[config.mk]
export PLATFORM = sky130hd
export DESIGN_NAME = pulse_tick_divider_flat
export DESIGN_NICKNAME = d
export VERILOG_FILES = /design/src/rtl/pulse_tick_divider_if.sv /design/src/rtl/pulse_tick_divider.sv /design/src/flat_wrapper.sv
export SDC_FILE = /design/constraint.sdc
export NUM_CORES = 1
export LEC_CHECK = 0
export BUFFER_PORTS_ARGS = -buffer_cell sky130_fd_sc_hd__buf_2
export CAP_MARGIN = 25
export CORE_ASPECT_RATIO = 0.75
export CORE_UTILIZATION = 50
export DETAILED_ROUTE_END_ITERATION = 10
export PLACE_DENSITY = 0.74
export SLEW_MARGIN = 5
export SYNTH_ARGS = -nofsm -noshare
export SYNTH_HDL_FRONTEND = slang
export SYNTH_SLANG_ARGS = --single-unit
[constraint.sdc]
create_clock -name clk -period 7.9 [get_ports clk]
set_input_delay 1.185 -clock clk [delete_from_list [all_inputs] [get_ports clk]]
set_output_delay 1.185 -clock clk [all_outputs]
set_load 0.05 [all_outputs]
[src/rtl/pulse_tick_divider_if.sv]
// Bundle of the prescaler's control inputs and status outputs.
// master: the side that drives enable, pulse, mode, arm and divisor loads.
// slave:  the prescaler itself.
// state_dbg exposes the FSM state: 0 = IDLE, 1 = RUN, 2 = DONE.
interface pulse_tick_divider_if #(
    parameter int CNT_W = 8,
    parameter int TOT_W = 16
);
    logic             en;
    logic             pulse;
    logic             mode;
    logic             arm;
    logic             div_load;
    logic [CNT_W-1:0] div_val;
    logic             tick;
    logic [CNT_W-1:0] count;
    logic             done;
    logic             div_err;
    logic [TOT_W-1:0] tick_total;
    logic [1:0]       state_dbg;

    modport master (
        output en, pulse, mode, arm, div_load, div_val,
        input  tick, count, done, div_err, tick_total, state_dbg
    );

    modport slave (
        input  en, pulse, mode, arm, div_load, div_val,
        output tick, count, done, div_err, tick_total, state_dbg
    );
endinterface

[src/rtl/pulse_tick_divider.sv]
// Pulse-to-tick prescaler: counts qualified pulses and strobes tick once
// every "divisor" pulses. Periodic or one-shot operation, runtime divisor
// loads (zero is rejected with a div_err strobe), saturating tick tally.
// Handshake: there is no valid/ready pair; every input is sampled on each
// rising clk edge, and every output is a register updated on that edge.
// Optional build macro PULSE_EDGE_EN: pulse goes through a registered
// rising-edge detector, so a held-high pulse counts once and counting lags
// the raw input by one cycle. Without it pulse is counted as a level.
module pulse_tick_divider #(
    parameter int CNT_W       = 8,
    parameter int DIV_DEFAULT = 10,
    parameter int TOT_W       = 16
) (
    input  logic                 clk,
    input  logic                 rst,
    pulse_tick_divider_if.slave  bus
);
    typedef enum logic [1:0] {
        S_IDLE = 2'd0,
        S_RUN  = 2'd1,
        S_DONE = 2'd2
    } state_t;

    localparam logic [TOT_W-1:0] TOT_MAX = '1;
    localparam logic [CNT_W-1:0] DIV_RST = CNT_W'(DIV_DEFAULT);

    state_t           state;
    logic             mode_q;
    logic [CNT_W-1:0] div_q;
    logic [CNT_W-1:0] cnt_q;
    logic             tick_q;
    logic             done_q;
    logic             err_q;
    logic [TOT_W-1:0] tot_q;

    logic pulse_eff;
    logic load_ok;
    logic load_bad;
    logic terminal;

`ifdef PULSE_EDGE_EN
    logic pulse_prev;
    logic pulse_edge;

    // Registered rising-edge detector on the raw pulse input.
    always_ff @(posedge clk) begin
        if (rst) begin
            pulse_prev <= 1'b0;
            pulse_edge <= 1'b0;
        end else begin
            pulse_prev <= bus.pulse;
            pulse_edge <= bus.pulse & ~pulse_prev;
        end
    end

    assign pulse_eff = pulse_edge;
`else
    assign pulse_eff = bus.pulse;
`endif

    assign load_ok  = bus.div_load && (bus.div_val != '0);
    assign load_bad = bus.div_load && (bus.div_val == '0);
    // Divisor is never zero, so divisor-1 cannot underflow.
    assign terminal = (cnt_q == (div_q - CNT_W'(1)));

    // Control FSM, pulse counter, divisor register and tick tally.
    always_ff @(posedge clk) begin
        if (rst) begin
            state  <= S_IDLE;
            mode_q <= 1'b0;
            div_q  <= DIV_RST;
            cnt_q  <= '0;
            tick_q <= 1'b0;
            done_q <= 1'b0;
            err_q  <= 1'b0;
            tot_q  <= '0;
        end else begin
            tick_q <= 1'b0;
            err_q  <= load_bad;
            // A valid load always takes effect, even while disabled.
            if (load_ok) begin
                div_q <= bus.div_val;
            end
            if (!bus.en) begin
                state  <= S_IDLE;
                cnt_q  <= '0;
                done_q <= 1'b0;
            end else begin
                case (state)
                    S_IDLE: begin
                        if (!bus.mode || bus.arm) begin
                            state  <= S_RUN;
                            mode_q <= bus.mode;
                        end
                    end
                    S_RUN: begin
                        // A load restarts the count and swallows this cycle's pulse.
                        if (load_ok) begin
                            cnt_q <= '0;
                        end else if (pulse_eff) begin
                            if (terminal) begin
                                cnt_q  <= '0;
                                tick_q <= 1'b1;
                                if (tot_q != TOT_MAX) begin
                                    tot_q <= tot_q + TOT_W'(1);
                                end
                                if (mode_q) begin
                                    state  <= S_DONE;
                                    done_q <= 1'b1;
                                end
                            end else begin
                                cnt_q <= cnt_q + CNT_W'(1);
                            end
                        end
                    end
                    S_DONE: begin
                        if (bus.arm) begin
                            state  <= S_RUN;
                            done_q <= 1'b0;
                        end
                    end
                    default: begin
                        state <= S_IDLE;
                    end
                endcase
            end
        end
    end

    assign bus.tick       = tick_q;
    assign bus.count      = cnt_q;
    assign bus.done       = done_q;
    assign bus.div_err    = err_q;
    assign bus.tick_total = tot_q;
    assign bus.state_dbg  = state;
endmodule

[src/flat_wrapper.sv]
// flat-port wrapper written by rule: the top's interface ports become plain ports
module pulse_tick_divider_flat 
#(
    parameter int CNT_W       = 8,
    parameter int DIV_DEFAULT = 10,
    parameter int TOT_W       = 16
)
  (clk, rst, bus_en, bus_pulse, bus_mode, bus_arm, bus_div_load, bus_div_val, bus_tick, bus_count, bus_done, bus_div_err, bus_tick_total, bus_state_dbg);
  pulse_tick_divider_if #(.CNT_W(CNT_W), .TOT_W(TOT_W)) bus_i ();
  input  logic clk;
  input  logic rst;
  input wire logic [$bits(bus_i.en)-1:0] bus_en;
  input wire logic [$bits(bus_i.pulse)-1:0] bus_pulse;
  input wire logic [$bits(bus_i.mode)-1:0] bus_mode;
  input wire logic [$bits(bus_i.arm)-1:0] bus_arm;
  input wire logic [$bits(bus_i.div_load)-1:0] bus_div_load;
  input wire logic [$bits(bus_i.div_val)-1:0] bus_div_val;
  output wire logic [$bits(bus_i.tick)-1:0] bus_tick;
  output wire logic [$bits(bus_i.count)-1:0] bus_count;
  output wire logic [$bits(bus_i.done)-1:0] bus_done;
  output wire logic [$bits(bus_i.div_err)-1:0] bus_div_err;
  output wire logic [$bits(bus_i.tick_total)-1:0] bus_tick_total;
  output wire logic [$bits(bus_i.state_dbg)-1:0] bus_state_dbg;
  assign bus_i.en = bus_en;
  assign bus_i.pulse = bus_pulse;
  assign bus_i.mode = bus_mode;
  assign bus_i.arm = bus_arm;
  assign bus_i.div_load = bus_div_load;
  assign bus_i.div_val = bus_div_val;
  assign bus_tick = bus_i.tick;
  assign bus_count = bus_i.count;
  assign bus_done = bus_i.done;
  assign bus_div_err = bus_i.div_err;
  assign bus_tick_total = bus_i.tick_total;
  assign bus_state_dbg = bus_i.state_dbg;
  pulse_tick_divider #(.CNT_W(CNT_W), .DIV_DEFAULT(DIV_DEFAULT), .TOT_W(TOT_W)) u_core (.clk(clk), .rst(rst), .bus(bus_i));
endmodule
# Word-level counts from Yosys, hierarchy flattened
# Cells that the tools add are included.
# classes
n_addsub,3
n_eq_ne,10
muxes,17
n_bitwise,4
n_reduce_logical,16
# ops
operator,count
$mux W8,3
$reduce_and A6 Y1,3
$add A16 B1 Y16 const B,1
$ne A16 B16 Y1 const B,1
$mux W2,6
$add A8 B1 Y8 const B,1
$eq A8 B8 Y1,1
$logic_not A8 Y1,1
$reduce_bool A8 Y1,1
$sub A8 B1 Y8 const B,1
$mux W1,6
$ne A2 B1 Y1 const B,3
$ne A2 B2 Y1 const B,3
$pmux W2 S3,1
$reduce_or A5 Y1,1
$not A1 Y1,4
$reduce_bool A2 Y1,2
$reduce_and A3 Y1,1
$eq A2 B1 Y1 const B,1
$eq A2 B2 Y1 const B,1
$logic_and A1 B1 Y1,2
$logic_not A2 Y1,1
$pmux W1 S2,1
$reduce_and A2 Y1,1
other kinds (3),3
# totals
ff_bits,38
word_cells,58

# Logic depth before layout (Yosys ltp)
# depth
depth_word,6
ltp_mapped,10
depth_no_buf,8

# Worst setup path before layout
# OpenSTA, ideal clock, no wires.
# synth_path
kind,input to register
startpoint,in bus_div_val[7]
endpoint,reg u_core.tot_q[12] (netlist: u_core.bus.tick_total[12])
setup_time_ns,0.070
arrival_time_ns,3.548
required_ns,7.830
setup_slack_ns,4.282
cell_stages,7
n_path_buf,1
cell_sequence,or4_1 -> o21a_1 -> or4b_1 -> or4_4 -> buf_6 -> or4_1 -> a21oi_1
# synth_via
elab_chain_len,4
# synth_rtl
element,line,source
start: declaration,flat_wrapper.sv:17,input wire logic [$bits(bus_i.div_val)-1:0] bus_div_val;
$reduce_bool A8 Y1,pulse_tick_divider.sv:61,assign load_ok = bus.div_load && (bus.div_val != '0);
$logic_and A1 B1 Y1,pulse_tick_divider.sv:61,
$not A1 Y1 (no line),n/a,
$reduce_and A6 Y1 (no line),n/a,
end signal: assignment,pulse_tick_divider.sv:105,tot_q <= tot_q + TOT_W'(1);
end: declaration,pulse_tick_divider.sv:34,logic [TOT_W-1:0] tot_q;
# No other way between the ends.
# A chain may end at the register's enable or synchronous reset.

# Worst setup path after layout
# layout_path
startpoint,in bus_div_val[7]
endpoint,reg u_core.tot_q[5] (netlist: u_core.bus.tick_total[5])
# Same word-level chain as after synthesis.

==> results.json <==
{
  "ys_types": 42,
  "drive_above_1_share": 0.193,
  "cts_tree": "built",
  "drc": 0,
  "run_status": "completed",
  "synth_cells": 247,
  "hold_buffers": 0,
  "core_um2": 3710,
  "rsz0062_at_grt": "false",
  "ios": 44,
  "grt_pass1_wl_um": 7040,
  "drtIter0Drc": 101,
  "relSlewSlack": 0.501,
  "drtPass1Iterations": 5,
  "antenna_found_initial": 0,
  "drv_slew": 0,
  "nets": 302,
  "final_cell_mix": "buf_2, dfxtp_1, nand2_1, a21oi_1, nor2_1",
  "yosysSeqAreaShare": 0.389,
  "timing.reg2reg.setup_slack_ps": 4960,
  "synth_area_um2": 1950,
  "rr_endpoint": "u_core.bus.tick_total[5]",
  "path_class": "input port to register",
  "antenna_left": 0,
  "fin_ws_ps": 4170,
  "pre_cts_slack_ps": 3900,
  "synth_top_area_cell": "dfxtp_1",
  "peakVddDrop_mv": 0.114,
  "layout_commonest_cell": "buf_2",
  "cts_setup_buffers": 0,
  "tns_ps": 0,
  "p_per_area_nw_per_um2": 161,
  "fin_crit_sh": 0.473,
  "cap_viol_max_count": 0,
  "worstSkewPairLatency_ps": 290,
  "synth_edf_count": 0,
  "htree_levels": 2,
  "p_sw_frac": 0.244,
  "initial_core_util": 0.527,
  "finClkSkew_ps": 5.30,
  "grt_pass1_vias": 1512,
  "power_frac_clock": 0.379,
  "cts_resized": 0,
  "port_buffers": 43,
  "clock_sinks": 38,
  "endpoint": "u_core.bus.tick_total[5]",
  "synthTopCellsByArea": "dfxtp_1, a21oi_1, nand2_1",
  "numCtsBuffers": 5,
  "worstReg2RegStart": "u_core.div_q[0]",
  "post-dp-hpwl_um": 3160,
  "worstMarginPinSlew_ps": 743,
  "grt-ovfl-total": 0,
  "min_period_ps": 3730,
  "worstSetupEndpointType": "register",
  "vias": 1917,
  "r2r_cells": 6,
  "grt_use_total": 0.220,
  "power.switching_mw": 0.0894,
  "die_y_um": 56.1,
  "wl_per_cell_um": 13.2,
  "grt_max_degree": 31,
  "drt_wl_total_um": 4460,
  "p_comb_frac": 0.079,
  "syn_avg_cell_area_um2": 7.91,
  "worstPathMaxFanout": 30,
  "setup_viol": 0,
  "clk_path_buf_depth": 2,
  "synth_fp_nets": 265,
  "vias_per_cell": 5.69,
  "area_delta_synth_final_pct": 16.0,
  "finalHoldViolations": 0,
  "arrival_ps": 3950,
  "p_int_mw": 0.276,
  "async_flop_share": 0,
  "yosysWarnings": 0,
  "synth_ff_type": "dfxtp_1",
  "cts_root_buf": "clkbuf_8",
  "n_antenna_cell": 0,
  "clkTransAtPathRegs_ps": 80,
  "synth_seq_cells": 38,
  "hold_class": "register to register",
  "start_kind": "input port",
  "die_w_um": 74.2,
  "place_congestion": 0.767,
  "startpoint": "bus_div_val[7]",
  "synth_top_area_frac": 0.389,
  "required_ps": 8120,
  "max_freq_mhz": 268,
  "seqPwrFrac": 0.542,
  "dieArea_um2": 4170,
  "p_leak_nw": 0.863,
  "std_cell_rows": 19
}
==> worst max-delay path, cell delays in order <==
cell and delay, ps:
buf_2 110, or4_1 580, o21a_1 260, or4b_1 550, or4_4 600, or4_1 510
a21oi_1 150
==> cell type report <==
| type | count | area, um2 |
|---|---|---|
| Fill cell | 345 | 1440 |
| Multi-Input combinational cell | 189 | 1110 |
| Tap cell | 52 | 65.1 |
| Inverter | 7 | 26.3 |
| Timing Repair Buffer | 43 | 215 |
| Clock inverter | 1 | 5.00 |
| Clock buffer | 7 | 86.3 |
| Sequential cell | 38 | 761 |
==> sequential cells by signal, indices dropped and copies added (netlist names) <==
register / flops
u_core.bus.state_dbg: 2
u_core.bus.tick: 1
u_core.bus.tick_total: 16
u_core.mode_q: 1
u_core.bus.count: 8
u_core.bus.done: 1
u_core.bus.div_err: 1
u_core.div_q: 8
==> synthesized netlist by cell type, types with 7 or more instances <==
master and number:
a21oi_1 26, nor2_1 22, nand3_1 12, dfxtp_1 38
nand4_1 7, xnor2_1 7, nand2_1 28, or4_1 9
clkbuf_1 8, xor2_1 7, o21ai_1 11, inv_1 7
or3_1 10
==> routing by layer <==
layer	track usage	part of all wire	up-vias
li1	-	-	968
met1	0.334	0.52	890
met2	0.305	0.42	55
met3	0.0543	0.058	4
met4	0.0577	0.0069	0
met5	0	0	-
==> how the worst min path moves through the flow <==
stage,start,cells past startpoint,slack [ps],endpoint
after detailed placement,u_core.bus.done,2,450,u_core.bus.done
final,u_core.bus.done,2,460,u_core.bus.done
after CTS,u_core.bus.done,2,460,u_core.bus.done
after global placement,u_core.bus.done,2,450,u_core.bus.done
after global routing,u_core.bus.done,2,490,u_core.bus.done
after floorplan,u_core.div_q[7],2,450,u_core.div_q[7]
==> logic make-up (layout without fill, tap and decap cells) <==
kind of cell    after synthesis  in the layout  synth area share
xor+xnor                     14             14            0.0627
mux                           1              1           0.00512
buf+inv                      20             58            0.0435
fa+ha+maj                     3              3            0.0192
compound gates               56             56             0.168
flops                        38             38             0.389
simple gates                115            115             0.312
==> through the flow <==
step	std cells	cell area, um2	utilization	hold WS (ps)	total power, mW
after floorplan	247	1950	-	448	0.222
after global placement	329	2180	0.587	449	0.231
after detailed placement	329	2180	0.587	447	0.231
after CTS	337	2270	0.611	461	0.368
after global routing	337	2270	0.611	493	0.380
final	337	2270	0.611	456	0.366
==> power groups by stage <==
stage	clock network [mW]	registers [mW]	logic, mW
global placement	0	0.203	0.0279
CTS	0.141	0.198	0.0288
detailed placement	0	0.203	0.0287
finish	0.139	0.198	0.0288
floorplan	0	0.203	0.0185
global route	0.150	0.199	0.0315
Power figures use the tool's default switching activity.
